File: config.mk
export PLATFORM = sky130hd
export DESIGN_NAME = axi_llc_sram_arb
export DESIGN_NICKNAME = d
export VERILOG_FILES = /design/src/rtl/axi_llc_pkg.sv /design/src/rtl/axi_llc_scrub_sched.sv /design/src/rtl/axi_llc_sram_arb.sv
export SDC_FILE = /design/constraint.sdc
export NUM_CORES = 1
export LEC_CHECK = 0
export CORE_AREA = 2 2 283 285
export DETAILED_ROUTE_END_ITERATION = 7
export DIE_AREA = 0 0 285 287
export PLACE_DENSITY = 0.3
export SYNTH_ARGS = -nofsm -noshare
export SYNTH_HDL_FRONTEND = slang
export SYNTH_SLANG_ARGS = --single-unit
File: constraint.sdc
create_clock -name clk_i -period 2.4 [get_ports clk_i]
set_input_delay 0.48 -clock clk_i [delete_from_list [all_inputs] [get_ports clk_i]]
set_output_delay 0.48 -clock clk_i [all_outputs]
set_load 0.02 [all_outputs]
File: src/rtl/axi_llc_pkg.sv
// Shared LLC definitions: port indexing and the two-port round-robin selection helper.
package axi_llc_pkg;

  localparam int unsigned ARB_NUM_PORTS = 2;

  typedef logic port_idx_t;

  // A lone requester wins outright; on a tie the round-robin pointer decides.
  function automatic port_idx_t arb_select(input logic [ARB_NUM_PORTS-1:0] req,
                                           input port_idx_t rr);
    port_idx_t sel;
    if (&req) begin
      sel = rr;
    end else if (req[1]) begin
      sel = 1'b1;
    end else begin
      sel = 1'b0;
    end
    return sel;
  endfunction

endpackage

File: src/rtl/axi_llc_scrub_sched.sv
// Periodic ECC scrub scheduler: free-running period counter plus a sticky pending flag
// released on the first idle SRAM cycle. Only built under AXI_LLC_SRAM_ARB_SCRUB_EN.
module axi_llc_scrub_sched #(
  parameter int unsigned ScrubPeriod = 1024,
  localparam int unsigned CntWidth = (ScrubPeriod > 1) ? $clog2(ScrubPeriod) : 1
) (
  input  logic clk_i,
  input  logic rst_ni,
  input  logic idle,
  output logic trigger
);

  logic [CntWidth-1:0] cnt_q;
  logic                pending_q;
  logic                wrap;

  assign wrap    = (cnt_q == CntWidth'(ScrubPeriod - 1));
  assign trigger = pending_q & idle;

  // A wrap coinciding with a trigger re-arms, so no period is ever lost.
  always_ff @(posedge clk_i or negedge rst_ni) begin
    if (!rst_ni) begin
      cnt_q     <= '0;
      pending_q <= 1'b0;
    end else begin
      cnt_q <= wrap ? '0 : cnt_q + CntWidth'(1);
      if (wrap) begin
        pending_q <= 1'b1;
      end else if (trigger) begin
        pending_q <= 1'b0;
      end
    end
  end

endmodule

File: src/rtl/axi_llc_sram_arb.sv
// Two-port round-robin arbiter in front of a single-port LLC SRAM macro with grant
// back-pressure lock and read-response routing. Scrub scheduling: AXI_LLC_SRAM_ARB_SCRUB_EN.
module axi_llc_sram_arb
  import axi_llc_pkg::*;
#(
  parameter int unsigned NumWords    = 1024,
  parameter int unsigned DataWidth   = 128,
  parameter int unsigned ByteWidth   = 8,
  parameter int unsigned NumBanks    = 1,
  parameter int unsigned ScrubPeriod = 1024,
  localparam int unsigned AddrWidth  = (NumWords > 1) ? $clog2(NumWords) : 1,
  localparam int unsigned BeWidth    = (DataWidth + ByteWidth - 1) / ByteWidth
) (
  input  logic                                     clk_i,
  input  logic                                     rst_ni,
  input  logic [ARB_NUM_PORTS-1:0]                 req_i,
  input  logic [ARB_NUM_PORTS-1:0]                 we_i,
  input  logic [ARB_NUM_PORTS-1:0][AddrWidth-1:0]  addr_i,
  input  logic [ARB_NUM_PORTS-1:0][DataWidth-1:0]  wdata_i,
  input  logic [ARB_NUM_PORTS-1:0][BeWidth-1:0]    be_i,
  output logic [ARB_NUM_PORTS-1:0]                 gnt_o,
  output logic [ARB_NUM_PORTS-1:0]                 rvalid_o,
  output logic [DataWidth-1:0]                     rdata_o,
  output logic                                     sram_req_o,
  output logic                                     sram_we_o,
  output logic [AddrWidth-1:0]                     sram_addr_o,
  output logic [DataWidth-1:0]                     sram_wdata_o,
  output logic [BeWidth-1:0]                       sram_be_o,
  input  logic                                     sram_gnt_i,
  input  logic [DataWidth-1:0]                     sram_rdata_i,
  output logic [NumBanks-1:0]                      scrub_trigger_o,
  output logic                                     busy_o
);

  port_idx_t sel;
  port_idx_t rr_q;
  port_idx_t lock_port_q;
  port_idx_t rd_owner_q;
  logic      lock_q;
  logic      rd_pend_q;
  logic      accept;

  // A stalled request stays pinned to its port so the macro sees a stable request.
  always_comb begin
    sel = arb_select(req_i, rr_q);
    if (lock_q) begin
      sel = lock_port_q;
    end
  end

  assign sram_req_o   = |req_i;
  assign sram_we_o    = we_i[sel];
  assign sram_addr_o  = addr_i[sel];
  assign sram_wdata_o = wdata_i[sel];
  assign sram_be_o    = be_i[sel];

  assign gnt_o[0] = sram_gnt_i & req_i[0] & (sel == 1'b0);
  assign gnt_o[1] = sram_gnt_i & req_i[1] & (sel == 1'b1);
  assign accept   = |gnt_o;

  always_ff @(posedge clk_i or negedge rst_ni) begin
    if (!rst_ni) begin
      rr_q        <= 1'b0;
      lock_q      <= 1'b0;
      lock_port_q <= 1'b0;
      rd_pend_q   <= 1'b0;
      rd_owner_q  <= 1'b0;
    end else begin
      if (accept) begin
        rr_q   <= ~sel;
        lock_q <= 1'b0;
      end else if (sram_req_o && !sram_gnt_i) begin
        lock_q      <= 1'b1;
        lock_port_q <= sel;
      end
      rd_pend_q <= accept & ~we_i[sel];
      if (accept) begin
        rd_owner_q <= sel;
      end
    end
  end

  assign rvalid_o[0] = rd_pend_q & (rd_owner_q == 1'b0);
  assign rvalid_o[1] = rd_pend_q & (rd_owner_q == 1'b1);
  assign rdata_o     = rd_pend_q ? sram_rdata_i : '0;
  assign busy_o      = accept | rd_pend_q;

`ifdef AXI_LLC_SRAM_ARB_SCRUB_EN
  logic scrub_pulse;

  axi_llc_scrub_sched #(
    .ScrubPeriod(ScrubPeriod)
  ) u_scrub_sched (
    .clk_i  (clk_i),
    .rst_ni (rst_ni),
    .idle   (~|req_i),
    .trigger(scrub_pulse)
  );

  assign scrub_trigger_o = {NumBanks{scrub_pulse}};
`else
  logic unused_scrub_cfg;
  assign unused_scrub_cfg = ^ScrubPeriod;
  assign scrub_trigger_o  = '0;
`endif

endmodule

=== Word level (Yosys, flattened, before mapping) ===
Index checks and enable logic that the tools add are counted.

* Order comparisons: 1
* Mux-type cells: 14
* Bitwise logic cells: 12
* Reduce and logical (&&, ||, !) cells: 7

{| class="wikitable"
|+ Operators by type and width
! operator !! number
|-
| 128-bit 2-to-1 mux || 3
|-
| 16-bit 2-to-1 mux || 2
|-
| 10-bit 2-to-1 mux || 2
|-
| 1-bit AND || 7
|-
| 1-bit 2-to-1 mux || 7
|-
| 1-bit NOT || 4
|-
| 2-bit AND reduction || 2
|-
| 2-bit OR reduction || 2
|-
| 1-bit by 2-bit < comparator with 1-bit output, second input constant || 1
|-
| 2-bit nonzero test || 1
|-
| 1-bit logical AND || 1
|-
| 1-bit logical NOT || 1
|-
| 1-bit bitwise OR || 1
|}

* Flip-flop bits (word level): 5
* Input bits: 443
* Output and inout port bits: 290
* Word-level logic and storage cells: 39

=== Logic depth before layout (Yosys ltp) ===
* Depth after elaboration: 8
* Depth in mapped cells: 5
* Depth with buffers taken out: 3

=== Worst setup path after synthesis ===
Ideal clock, no wire load.

* Kind: input port to output port
* Start: input port req_i[0]
* End: output port sram_be_o[0]
* Arrival: 1.578 ns
* Data required time: 1.920 ns
* Path slack: 0.342 ns
* Cell stages on the path: 5
* Buffers on the path: 2
* Cells stage by stage: nor2b_1 > o21ai_2 > buf_6 > buf_6 > mux2_1

* Word-level cells in the longest chain between the ends: 5

{| class="wikitable"
|+ Ends and longest elaborated chain
! element !! line !! source
|-
| start, declared || axi_llc_sram_arb.sv:16 || <nowiki>input logic [ARB_NUM_PORTS-1:0] req_i,</nowiki>
|-
| 2-bit AND reduction || axi_llc_pkg.sv:12 || <nowiki>if (&req) begin</nowiki>
|-
| 1-bit 2-to-1 mux || axi_llc_pkg.sv:12 ||
|-
| 1-bit 2-to-1 mux || axi_llc_sram_arb.sv:46 || <nowiki>if (lock_q) begin</nowiki>
|-
| 16-bit 2-to-1 mux (not written as such) (2 in a row) || axi_llc_sram_arb.sv:55 || <nowiki>assign sram_be_o = be_i[sel];</nowiki>
|-
| end, declared || axi_llc_sram_arb.sv:28 || <nowiki>output logic [BeWidth-1:0] sram_be_o,</nowiki>
|}

No other way between the ends. The select of a mux whose other input is x is not followed.

=== Final worst setup path ===
* Start: register lock_q
* End: output port sram_addr_o[2]

* Word-level cells in the longest chain between the ends: 3

{| class="wikitable"
|+ Ends and longest elaborated chain
! element !! line !! source
|-
| start, declared || axi_llc_sram_arb.sv:39 || <nowiki>logic lock_q;</nowiki>
|-
| start signal, assigned || axi_llc_sram_arb.sv:64 || <nowiki>lock_q <= 1'b0;</nowiki>
|-
| start signal, assigned || axi_llc_sram_arb.sv:71 || <nowiki>lock_q <= 1'b0;</nowiki>
|-
| start signal, assigned || axi_llc_sram_arb.sv:73 || <nowiki>lock_q <= 1'b1;</nowiki>
|-
| 1-bit 2-to-1 mux || axi_llc_sram_arb.sv:46 ||
|-
| 10-bit 2-to-1 mux (not written as such) (2 in a row) || axi_llc_sram_arb.sv:53 || <nowiki>assign sram_addr_o = addr_i[sel];</nowiki>
|-
| end, declared || axi_llc_sram_arb.sv:26 || <nowiki>output logic [AddrWidth-1:0] sram_addr_o,</nowiki>
|}

No other way between the ends. The select of a mux whose other input is x is not followed.

==> impl_metrics.ini <==
[outcome]
outcome = finished with violations
violations = negative setup slack

[synthesis]
synth-xor-area-share = 0
synth_cells = 347
syn_nets = 790
synth_compound_area_frac = 0.0136
muxShareOfSynthArea = 0.586
post_synth.cell_area_avg_um2 = 8.75
netlist_area_um2 = 3040
ys_types = 20
ys_warn_count = 0
synthSimpleGateAreaFrac = 0.289
synth-seq-area-share = 0.0412
synth_top_family_by_area = multiplexers
ys_ff_latch = 5
synth_fa_ha_area_frac = 0

[clocking]
root_buffer = clkbuf_16
path_clk_slew_ns = 0.03
cts.sinks = 5
htreeDepth = 1
cts_inserted_buffers = 3
clockBufferDepth = 2
clock_latency_ns = 0.23
cts_tree = yes
cts_hold_buf = 0

[timing]
timing.hold.ws_ns = 0.500
finalCritPeriodShare = 1.06
fin_ws_ns = -0.154
max_freq_mhz = 392
min_period_ns = 2.55
hold_violations = 0
setup_tns_ns = -8.29
setup_violations = 91
rsz0062_at_grt = true
fin_skew_ns = 0.00135
slew_violations = 0

[placed_design]
placed_area_um2 = 11800
dp_hpwl_um = 33200
pre_cts_ws_ns = -0.789
gp_congestion = 0.816
io_buffer_count = 731

[critical_path]
cp_max_fo = 6
rr_endpoint = rd_pend_q
r2r_slack_ns = 0.76
cp-startpoint = lock_q
start_kind = register
r2r-start = lock_q
crit_required_ns = 1.92
cp.arrival_ns = 2.07
worstRegToRegCells = 6
crit_type = register to primary output
worst_setup_path_end_kind = primary output
critPathCapture = sram_addr_o[2]

[detailed_routing]
vias = 5669
vias_per_cell = 2.63
drc = 0
final_antenna_net_count = 0
drt_first_pass_iters = 4
drt_iter0_drc = 132
wl_per_cell_um = 17.0
routed_wl_um = 36500

[die]
die-area_um2 = 81800
io_pins = 733
die_w_um = 285
core-area_um2 = 78600
die_y_um = 287
row_count = 103
start_util = 0.0386

[final_layout]
final_area_um2 = 11800
post-route-util = 0.150
drive_gt1_frac = 0.221
area_growth_pct = 289
fin_nets = 1543

[power]
power_leakage_nw = 4.45
peakVddDrop_v = 0.000319
powerDensity_nw_per_um2 = 453

[global_routing]
grt_max_degree = 106
antenna_found_initial = 10
grt-ovfl-total = 0
grt_pass1_wl_um = 47700
grt_pass1_vias = 6316
track_usage = 0.0831

[flow_run]
maxCapViolCount = 0

[worst_hold_path]
min_path_type = input pin to async pin
==> cell usage in the layout, fill, tap and decap left out, types with 12 or more instances in the layout <==
master           count
buf_6               27
mux2_4              12
dlygate4sd2_1       50
clkdlybuf4s15_2     16
mux2_1              79
clkdlybuf4s50_1    572
buf_2               57
clkbuf_2            13
mux2_2              66
and2_1             129
buf_4               32
==> logic make-up after synthesis <==
group                  count (synthesis)
AO/OA/AOI/OAI                          6
buffers and inverters                 33
flip-flops                             5
multiplexers                         158
other                                  1
AND/OR/NAND/NOR                      144
==> flip-flops by register name, summed over array words and instances, names as in the netlist <==
register	cells
lock_q	1
rd_owner_q	1
lock_port_q	1
rr_q	1
rd_pend_q	1
==> critical path, cell delays in order, from the launching register on <==
cell	delay [ns]
dfrtp_1	0.38
nand2b_4	0.15
o21ai_4	0.17
buf_4	0.15
buf_12	0.13
buf_4	0.11
buf_6	0.08
buf_6	0.08
buf_6	0.13
mux2_4	0.31
buf_6	0.13
==> repair_timing <==
action                                  in CTS  in global routing
cloned                                       2                  0
endpoints found under the setup margin     158                142
buffers inserted                            11                  5
endpoints found under the hold margin        0                  0
resized for setup                          408                 91
==> cell usage after synthesis <==
| library cell | instances | area [um2] |
|---|---|---|
| buf_4 | 1 | 7.51 |
| mux2i_1 | 1 | 10.0 |
| clkbuf_1 | 14 | 52.6 |
| inv_1 | 1 | 3.75 |
| buf_2 | 7 | 35.0 |
| o21ai_2 | 1 | 8.76 |
| a22o_1 | 1 | 8.76 |
| conb_1 | 1 | 3.75 |
| nor2b_1 | 3 | 18.8 |
| a21oi_1 | 1 | 5.00 |
| o21ai_0 | 2 | 10.0 |
| nand2_1 | 5 | 18.8 |
| and2_1 | 129 | 807 |
| a31o_2 | 1 | 8.76 |
| mux2_2 | 72 | 811 |
| nand2b_1 | 2 | 12.5 |
| buf_6 | 10 | 113 |
| nor2_1 | 5 | 18.8 |
| mux2_1 | 85 | 957 |
| dfrtp_1 | 5 | 125 |
==> final cells by class <==
class                           instances  area (um2)
Sequential cell                         5         126
Tap cell                             1050        1310
Antenna cell                            5        12.5
Timing Repair Buffer                  780        7500
Clock buffer                            4        78.8
Multi-Input combinational cell        309        2770
Inverter                                1        3.75
Fill cell                            8969       66800
==> through the flow <==
step	instances	power, mW
2_1_floorplan	347	2.45
3_3_place_gp	2129	5.26
3_5_place_dp	2129	5.20
4_1_cts	2146	5.46
5_1_grt	2152	5.65
6_report	2154	5.34
==> worst min-delay path by stage <==
stage               slack, ns  depth (start not counted)           to  startpoint
floorplan                0.18                          0  lock_port_q      rst_ni
detailed placement       0.60                          3       lock_q      lock_q
finish                   0.50                          1  lock_port_q      rst_ni
CTS                      0.51                          1  lock_port_q      rst_ni
global placement         0.60                          3       lock_q      lock_q
global route             0.52                          1         rr_q      rst_ni
==> report_power, final <==
| group | internal (mW) | switching (mW) |
|---|---|---|
| Sequential | 0.111 | 0.0324 |
| Clock | 0.220 | 0.0519 |
| Combinational | 2.62 | 2.30 |
==> routing by layer <==
layer	part of all wire	track usage	routed length (um)
met1	0.36	0.0833	13100
met2	0.54	0.164	19800
met3	0.089	0.0306	3260
met4	0.011	0.0130	403
met5	0.0011	0	41
Power figures use the tool's default switching activity.
